## src/rtl/fetch_unit_if.sv

```systemverilog
// Fetch unit bus bundle: decoder-side control/instruction signals plus the
// instruction-memory read handshake. master = fetch unit, slave = environment.
interface fetch_unit_if #(
  parameter int ADDR_W = 16
);
  logic              en_pc;
  logic              pc_mux_en;
  logic [ADDR_W-1:0] branch_target;
  logic [ADDR_W-1:0] mem_addr;
  logic              mem_rd;
  logic [15:0]       mem_rdata;
  logic              mem_valid;
  logic [15:0]       instr;
  logic [ADDR_W-1:0] instr_pc;
  logic              instr_valid;
  logic              instr_ready;

  modport master (
    input  en_pc, pc_mux_en, branch_target, mem_rdata, mem_valid, instr_ready,
    output mem_addr, mem_rd, instr, instr_pc, instr_valid
  );

  modport slave (
    output en_pc, pc_mux_en, branch_target, mem_rdata, mem_valid, instr_ready,
    input  mem_addr, mem_rd, instr, instr_pc, instr_valid
  );
endinterface

```

## src/rtl/fetch_unit.sv

```systemverilog
// Instruction fetch stage: owns the PC, reads instruction memory over a
// valid/hold handshake and presents each word to the decoder in a holding register.
module fetch_unit #(
  parameter int              ADDR_W   = 16,
  parameter logic [ADDR_W-1:0] RESET_PC = '0
) (
  input  logic         clk,
  input  logic         reset,
  fetch_unit_if.master bus
);
  typedef enum logic [1:0] {ST_FETCH, ST_WAIT, ST_HOLD} state_t;

  state_t            r_state;
  logic [ADDR_W-1:0] r_pc;
  logic [ADDR_W-1:0] r_reqAddr;
  logic [ADDR_W-1:0] r_instrPc;
  logic [15:0]       r_instr;
  logic              r_instrValid;
  logic              r_squash;
  logic              w_issue;

  assign w_issue = (r_state == ST_FETCH) && bus.en_pc && !bus.pc_mux_en;

  // A redirect in WAIT moves the PC, but the outstanding request address must
  // stay put until memory answers, so WAIT drives the latched request address.
  assign bus.mem_rd      = !reset && (w_issue || (r_state == ST_WAIT));
  assign bus.mem_addr    = (r_state == ST_WAIT) ? r_reqAddr : r_pc;
  assign bus.instr       = r_instr;
  assign bus.instr_pc    = r_instrPc;
  assign bus.instr_valid = r_instrValid;

  always_ff @(posedge clk) begin
    if (reset) begin
      r_state      <= ST_FETCH;
      r_pc         <= RESET_PC;
      r_reqAddr    <= RESET_PC;
      r_instrPc    <= '0;
      r_instr      <= '0;
      r_instrValid <= 1'b0;
      r_squash     <= 1'b0;
    end else begin
      case (r_state)
        ST_FETCH: begin
          if (bus.pc_mux_en) begin
            r_pc <= bus.branch_target;
          end else if (bus.en_pc) begin
            r_reqAddr <= r_pc;
            r_state   <= ST_WAIT;
          end
        end

        ST_WAIT: begin
          if (bus.mem_valid) begin
            if (r_squash || bus.pc_mux_en) begin
              r_squash <= 1'b0;
              if (bus.pc_mux_en) begin
                r_pc <= bus.branch_target;
              end
              r_state <= ST_FETCH;
            end else begin
              r_instr      <= bus.mem_rdata;
              r_instrPc    <= r_pc;
              r_pc         <= r_pc + ADDR_W'(1);
              r_instrValid <= 1'b1;
              r_state      <= ST_HOLD;
            end
          end else if (bus.pc_mux_en) begin
            // Word in flight belongs to the old path; drop it when it lands.
            r_squash <= 1'b1;
            r_pc     <= bus.branch_target;
          end
        end

        ST_HOLD: begin
          if (bus.pc_mux_en) begin
            r_pc         <= bus.branch_target;
            r_instrValid <= 1'b0;
            r_state      <= ST_FETCH;
          end else if (bus.instr_ready) begin
            r_instrValid <= 1'b0;
            r_state      <= ST_FETCH;
          end
        end

        default: r_state <= ST_FETCH;
      endcase
    end
  end
endmodule
```

## src/flat_wrapper.sv

```systemverilog
// flat-port wrapper written by rule: the top's interface ports become plain ports
module fetch_unit_flat 
#(
  parameter int              ADDR_W   = 16,
  parameter logic [ADDR_W-1:0] RESET_PC = '0
)
  (clk, reset, bus_en_pc, bus_pc_mux_en, bus_branch_target, bus_mem_rdata, bus_mem_valid, bus_instr_ready, bus_mem_addr, bus_mem_rd, bus_instr, bus_instr_pc, bus_instr_valid);
  fetch_unit_if #(.ADDR_W(ADDR_W)) bus_i ();
  input  logic clk;
  input  logic reset;
  input wire logic [$bits(bus_i.en_pc)-1:0] bus_en_pc;
  input wire logic [$bits(bus_i.pc_mux_en)-1:0] bus_pc_mux_en;
  input wire logic [$bits(bus_i.branch_target)-1:0] bus_branch_target;
  input wire logic [$bits(bus_i.mem_rdata)-1:0] bus_mem_rdata;
  input wire logic [$bits(bus_i.mem_valid)-1:0] bus_mem_valid;
  input wire logic [$bits(bus_i.instr_ready)-1:0] bus_instr_ready;
  output wire logic [$bits(bus_i.mem_addr)-1:0] bus_mem_addr;
  output wire logic [$bits(bus_i.mem_rd)-1:0] bus_mem_rd;
  output wire logic [$bits(bus_i.instr)-1:0] bus_instr;
  output wire logic [$bits(bus_i.instr_pc)-1:0] bus_instr_pc;
  output wire logic [$bits(bus_i.instr_valid)-1:0] bus_instr_valid;
  assign bus_i.en_pc = bus_en_pc;
  assign bus_i.pc_mux_en = bus_pc_mux_en;
  assign bus_i.branch_target = bus_branch_target;
  assign bus_i.mem_rdata = bus_mem_rdata;
  assign bus_i.mem_valid = bus_mem_valid;
  assign bus_i.instr_ready = bus_instr_ready;
  assign bus_mem_addr = bus_i.mem_addr;
  assign bus_mem_rd = bus_i.mem_rd;
  assign bus_instr = bus_i.instr;
  assign bus_instr_pc = bus_i.instr_pc;
  assign bus_instr_valid = bus_i.instr_valid;
  fetch_unit #(.ADDR_W(ADDR_W), .RESET_PC(RESET_PC)) u_core (.clk(clk), .reset(reset), .bus(bus_i));
endmodule
```

## config.mk

```make
export PLATFORM = sky130hd
export DESIGN_NAME = fetch_unit_flat
export DESIGN_NICKNAME = d
export VERILOG_FILES = /design/src/rtl/fetch_unit_if.sv /design/src/rtl/fetch_unit.sv /design/src/flat_wrapper.sv
export SDC_FILE = /design/constraint.sdc
export NUM_CORES = 1
export LEC_CHECK = 0
export ABC_AREA = 0
export BUFFER_PORTS_ARGS = -buffer_cell sky130_fd_sc_hd__buf_2
export CAP_MARGIN = 25
export CORE_ASPECT_RATIO = 0.7
export CORE_UTILIZATION = 41
export DETAILED_ROUTE_END_ITERATION = 10
export GPL_TIMING_DRIVEN = 0
export REMOVE_ABC_BUFFERS = 1
export SYNTH_ARGS = -nofsm -noshare
export SYNTH_HDL_FRONTEND = slang
export SYNTH_SLANG_ARGS = --single-unit
```

## constraint.sdc

```tcl
create_clock -name clk -period 3.45 [get_ports clk]
set_input_delay 0.69 -clock clk [delete_from_list [all_inputs] [get_ports clk]]
set_output_delay 0.69 -clock clk [all_outputs]
set_load 0.02 [all_outputs]
```

==> results.md <==
* Routed WL per cell at 14.93 um
* Uppermost signal routing layer after detailed routing: met4
* Wire length of the first global-routing pass at between 10000 and 15000 um
* Tightest slew margin relative to the limit at 0.3249
* Antenna diode count at 0
* Class of the worst hold path: flip-flop to flip-flop
* Register bit total from synthesis at 68
* Area growth from synthesis to layout at 19.54%
* Top library cells by usage in the layout, fill and taps aside: 110 x nand2_1, 87 x buf_2, 68 x dfxtp_1
* Worst setup path startpoint: u_core.r_state[1]
* Cell at the root of the clock tree: clkbuf_8
* Final Slew Violations at 0
* Average via count per standard cell at between 5 and 6
* Util after Layout at 0.5158
* Yosys Warn Count at 0
* Number of global-route vias before repair at 2921
* Final Non-Filler Cells at a little under 600
* Antenna violations before repair at 0
* Final Hold Vio Count at 0
* Clock transition at the registers of the reported paths at 70 ps
* Pin count of the biggest net entering global routing at 41
* LEAKAGE at around 0.0015 uW
* Count of clock tree sinks at between 60 and 70
* Total chip power at ~1600 uW
* Count of nets after finishing at 517
* Share of post-route cells with drive strength above 1 at 0.2599
* Power density of the placed cells at approximately 420 nW/um^2
* Worst ir drop on vdd at 0.0002148 V
* Ratio of final minimum period to clock period at 0.8839
* Met3 WL post-DR at around 670 um
* Residual overflow from global routing at 0
* Mean post-synth cell area at between 7 and 8 sq um
* Fraction of synthesis flops using an asynchronous set or reset pin at 0
* TritonCTS clock tree: built
* WL met2 at ~3500 um
* Area of the die at between 8000 and 9000 sq um
* Number of clock buffers inserted by TritonCTS at 9
* Wl on met1 at approximately 4400 um
* Shortest clock period the worst path allows after layout at between 3000 and 4000 ps
* Crit Reg-Reg Startpoint: u_core.r_state[0]
* Share of the yosys chip area belonging to registers at 0.4235
* Final antenna-violating net count at 0
* Count of buffering cells on the critical path with inverters included at 1
* Initial detailed-routing violation count at 275
* Slew of the pin with the lowest slew margin at 1013 ps
* Number of buffers added for setup after CTS at 0
* Drt drc at 0
* Hold-fix buffers at CTS at 0
* Leading cell type in the layout, fill and taps excluded: nand2_1
* IO buf count at 87
* Max clock buf depth at 2
* Critical Path End Type: primary output
* Kind of critical path: flip-flop to primary output
* Cell count after synthesis at 413
* Setup repair after global routing missed its margin: false
* Maximum operating frequency at approximately 330 MHz
* Top-level port count at between 80 and 90
* Status: complete, no violations
* Cell-by-cell trace of the critical path: nand2b_1 -> mux2_2 -> buf_2
* Clock latency of the later-clocked register in the worst-skew pair at ~350 ps
* Worst setup skew after layout at between 2 and 3 ps
* Placed wire-length estimate after detailed placement at between 5000 and 6000 um
* Count of flip-flops with a built-in enable after synthesis at 0
* Maximum fanout along the worst path at 19
* Starting density of the core at 0.4315
* Post-synthesis cell area at roughly 3200 sq um
* Arrival time reported for the critical path endpoint at roughly 2400 ps
* Distinct cells, synth at 50
* Gpl congestion at 0.8443
* Type of element launching the critical path: flip-flop
* Total routing usage reported by global routing at 0.2264
* Number of detailed-route iterations in the first pass at 5
* Hold Path Origin: u_core.bus.instr[8]
* Required time at the endpoint of the critical path at ~2800 ps
* Number of instances resized during post-cts repair at 0
* Dominant delay contributor by cell family on the critical path: simple AND/OR/NAND/NOR gates
* Overall die width at 107.8 um
* Vertical die dimension at about 76 um
* Std-Cell Core Area at about 7400 sq um
* Commonest register cell after synthesis: dfxtp_1
* Max stage delay on crit path at between 800 and 900 ps
* Via Count at ~3100
* Slowest-stage cell, CP: nand2b_1
* Wire length reported by the detailed router at 8644 um
* Number of setup violations in the final report at 0
* Cell count after placement at around 570
* Site row count at 26
* Number of H-tree levels at 3
* Max-Cap Viols at 0
==> routing by layer <==
| layer | GRT usage | vias up |
|---|---|---|
| li1 | - | 1572 |
| met1 | 0.3300 | 1444 |
| met2 | 0.3186 | 123 |
| met3 | 0.06330 | 7 |
| met4 | 0.07123 | 0 |
| met5 | 0 | - |
==> worst min-delay path: stages, from the launching register on <==
cell and delay, ps:
dfxtp_1 310, nand2_1 50, a21oi_1 50
==> power breakdown <==
part           switching (uW)  internal (uW)  leakage (uW)  total [uW]
combinational             115           78.2      0.000898         193
sequential               33.2            808      0.000552         841
clock                     286            312     0.0000876         598
==> area by class of cell <==
class / count / area, sq um
Clock buffer: 13 / 168.9
Inverter: 7 / 26.28
Tap cell: 98 / 122.6
Multi-Input combinational cell: 302 / 1674
Clock inverter: 1 / 7.507
Timing Repair Buffer: 90 / 481.7
Sequential cell: 68 / 1361
Fill cell: 753 / 3607
==> worst paths after layout <==
check | to | depth (start not counted) | slack [ps]
worst max-delay path | bus_mem_addr[6] | 3 | 400
worst min-delay path | u_core.bus.instr[8] | 2 | 450
worst max register to register | u_core.r_pc[6] | 3 | 1120
worst min register to register | u_core.bus.instr[8] | 2 | 450
==> logic make-up after synthesis <==
| family | Yosys count | share of synthesized area |
|---|---|---|
| simple gates | 165 | 0.2301 |
| flops | 68 | 0.4235 |
| mux | 21 | 0.07240 |
| buf+inv | 43 | 0.05800 |
| fa+ha+maj | 1 | 0.003892 |
| compound gates | 115 | 0.2121 |
==> stage by stage <==
stage          area, sq um  TNS, ps  worst slack (ps)  hold slack [ps]
2_1_floorplan         3054        0             913.1            427.8
3_3_place_gp          3612   -15590            -680.9            438.8
3_5_place_dp          3666        0             455.3            443.1
4_1_cts               3842        0             371.6            452.4
5_1_grt               3842        0             221.7            472.3
6_report              3842        0             400.7            451.5
==> Yosys cell counts, types with 2 or more instances <==
| library cell | n | share of area |
|---|---|---|
| o32ai_1 | 2 | 0.0055 |
| buf_2 | 13 | 0.020 |
| clkbuf_1 | 21 | 0.025 |
| a21oi_1 | 67 | 0.10 |
| nor4_1 | 4 | 0.0078 |
| o21ai_0 | 13 | 0.020 |
| nand2_1 | 110 | 0.13 |
| o31ai_1 | 2 | 0.0047 |
| mux2i_1 | 3 | 0.0093 |
| nand4_1 | 5 | 0.0097 |
| inv_1 | 6 | 0.0070 |
| nor3_1 | 4 | 0.0062 |
| nand3b_1 | 2 | 0.0047 |
| or3_1 | 2 | 0.0039 |
| o21a_1 | 2 | 0.0047 |
| nand2b_1 | 3 | 0.0058 |
| nand3_1 | 6 | 0.0093 |
| nor2_1 | 15 | 0.018 |
| a22oi_1 | 4 | 0.0093 |
| o221ai_1 | 5 | 0.014 |
| a2111oi_0 | 2 | 0.0055 |
| a31oi_1 | 3 | 0.0058 |
| mux2_2 | 18 | 0.063 |
| dfxtp_1 | 68 | 0.42 |
| and4_1 | 4 | 0.011 |
| a311oi_1 | 3 | 0.0082 |
| o31a_1 | 2 | 0.0055 |
| and2_1 | 2 | 0.0039 |
==> state kept, by name, summed over array words and instances (netlist names) <==
| register | count |
|---|---|
| u_core.bus.instr | 16 |
| u_core.bus.instr_pc | 16 |
| u_core.r_pc | 16 |
| u_core.r_reqAddr | 16 |
| u_core.r_state | 2 |
| u_core.bus.instr_valid | 1 |
| u_core.r_squash | 1 |
(Power assumes the default switching activity.)
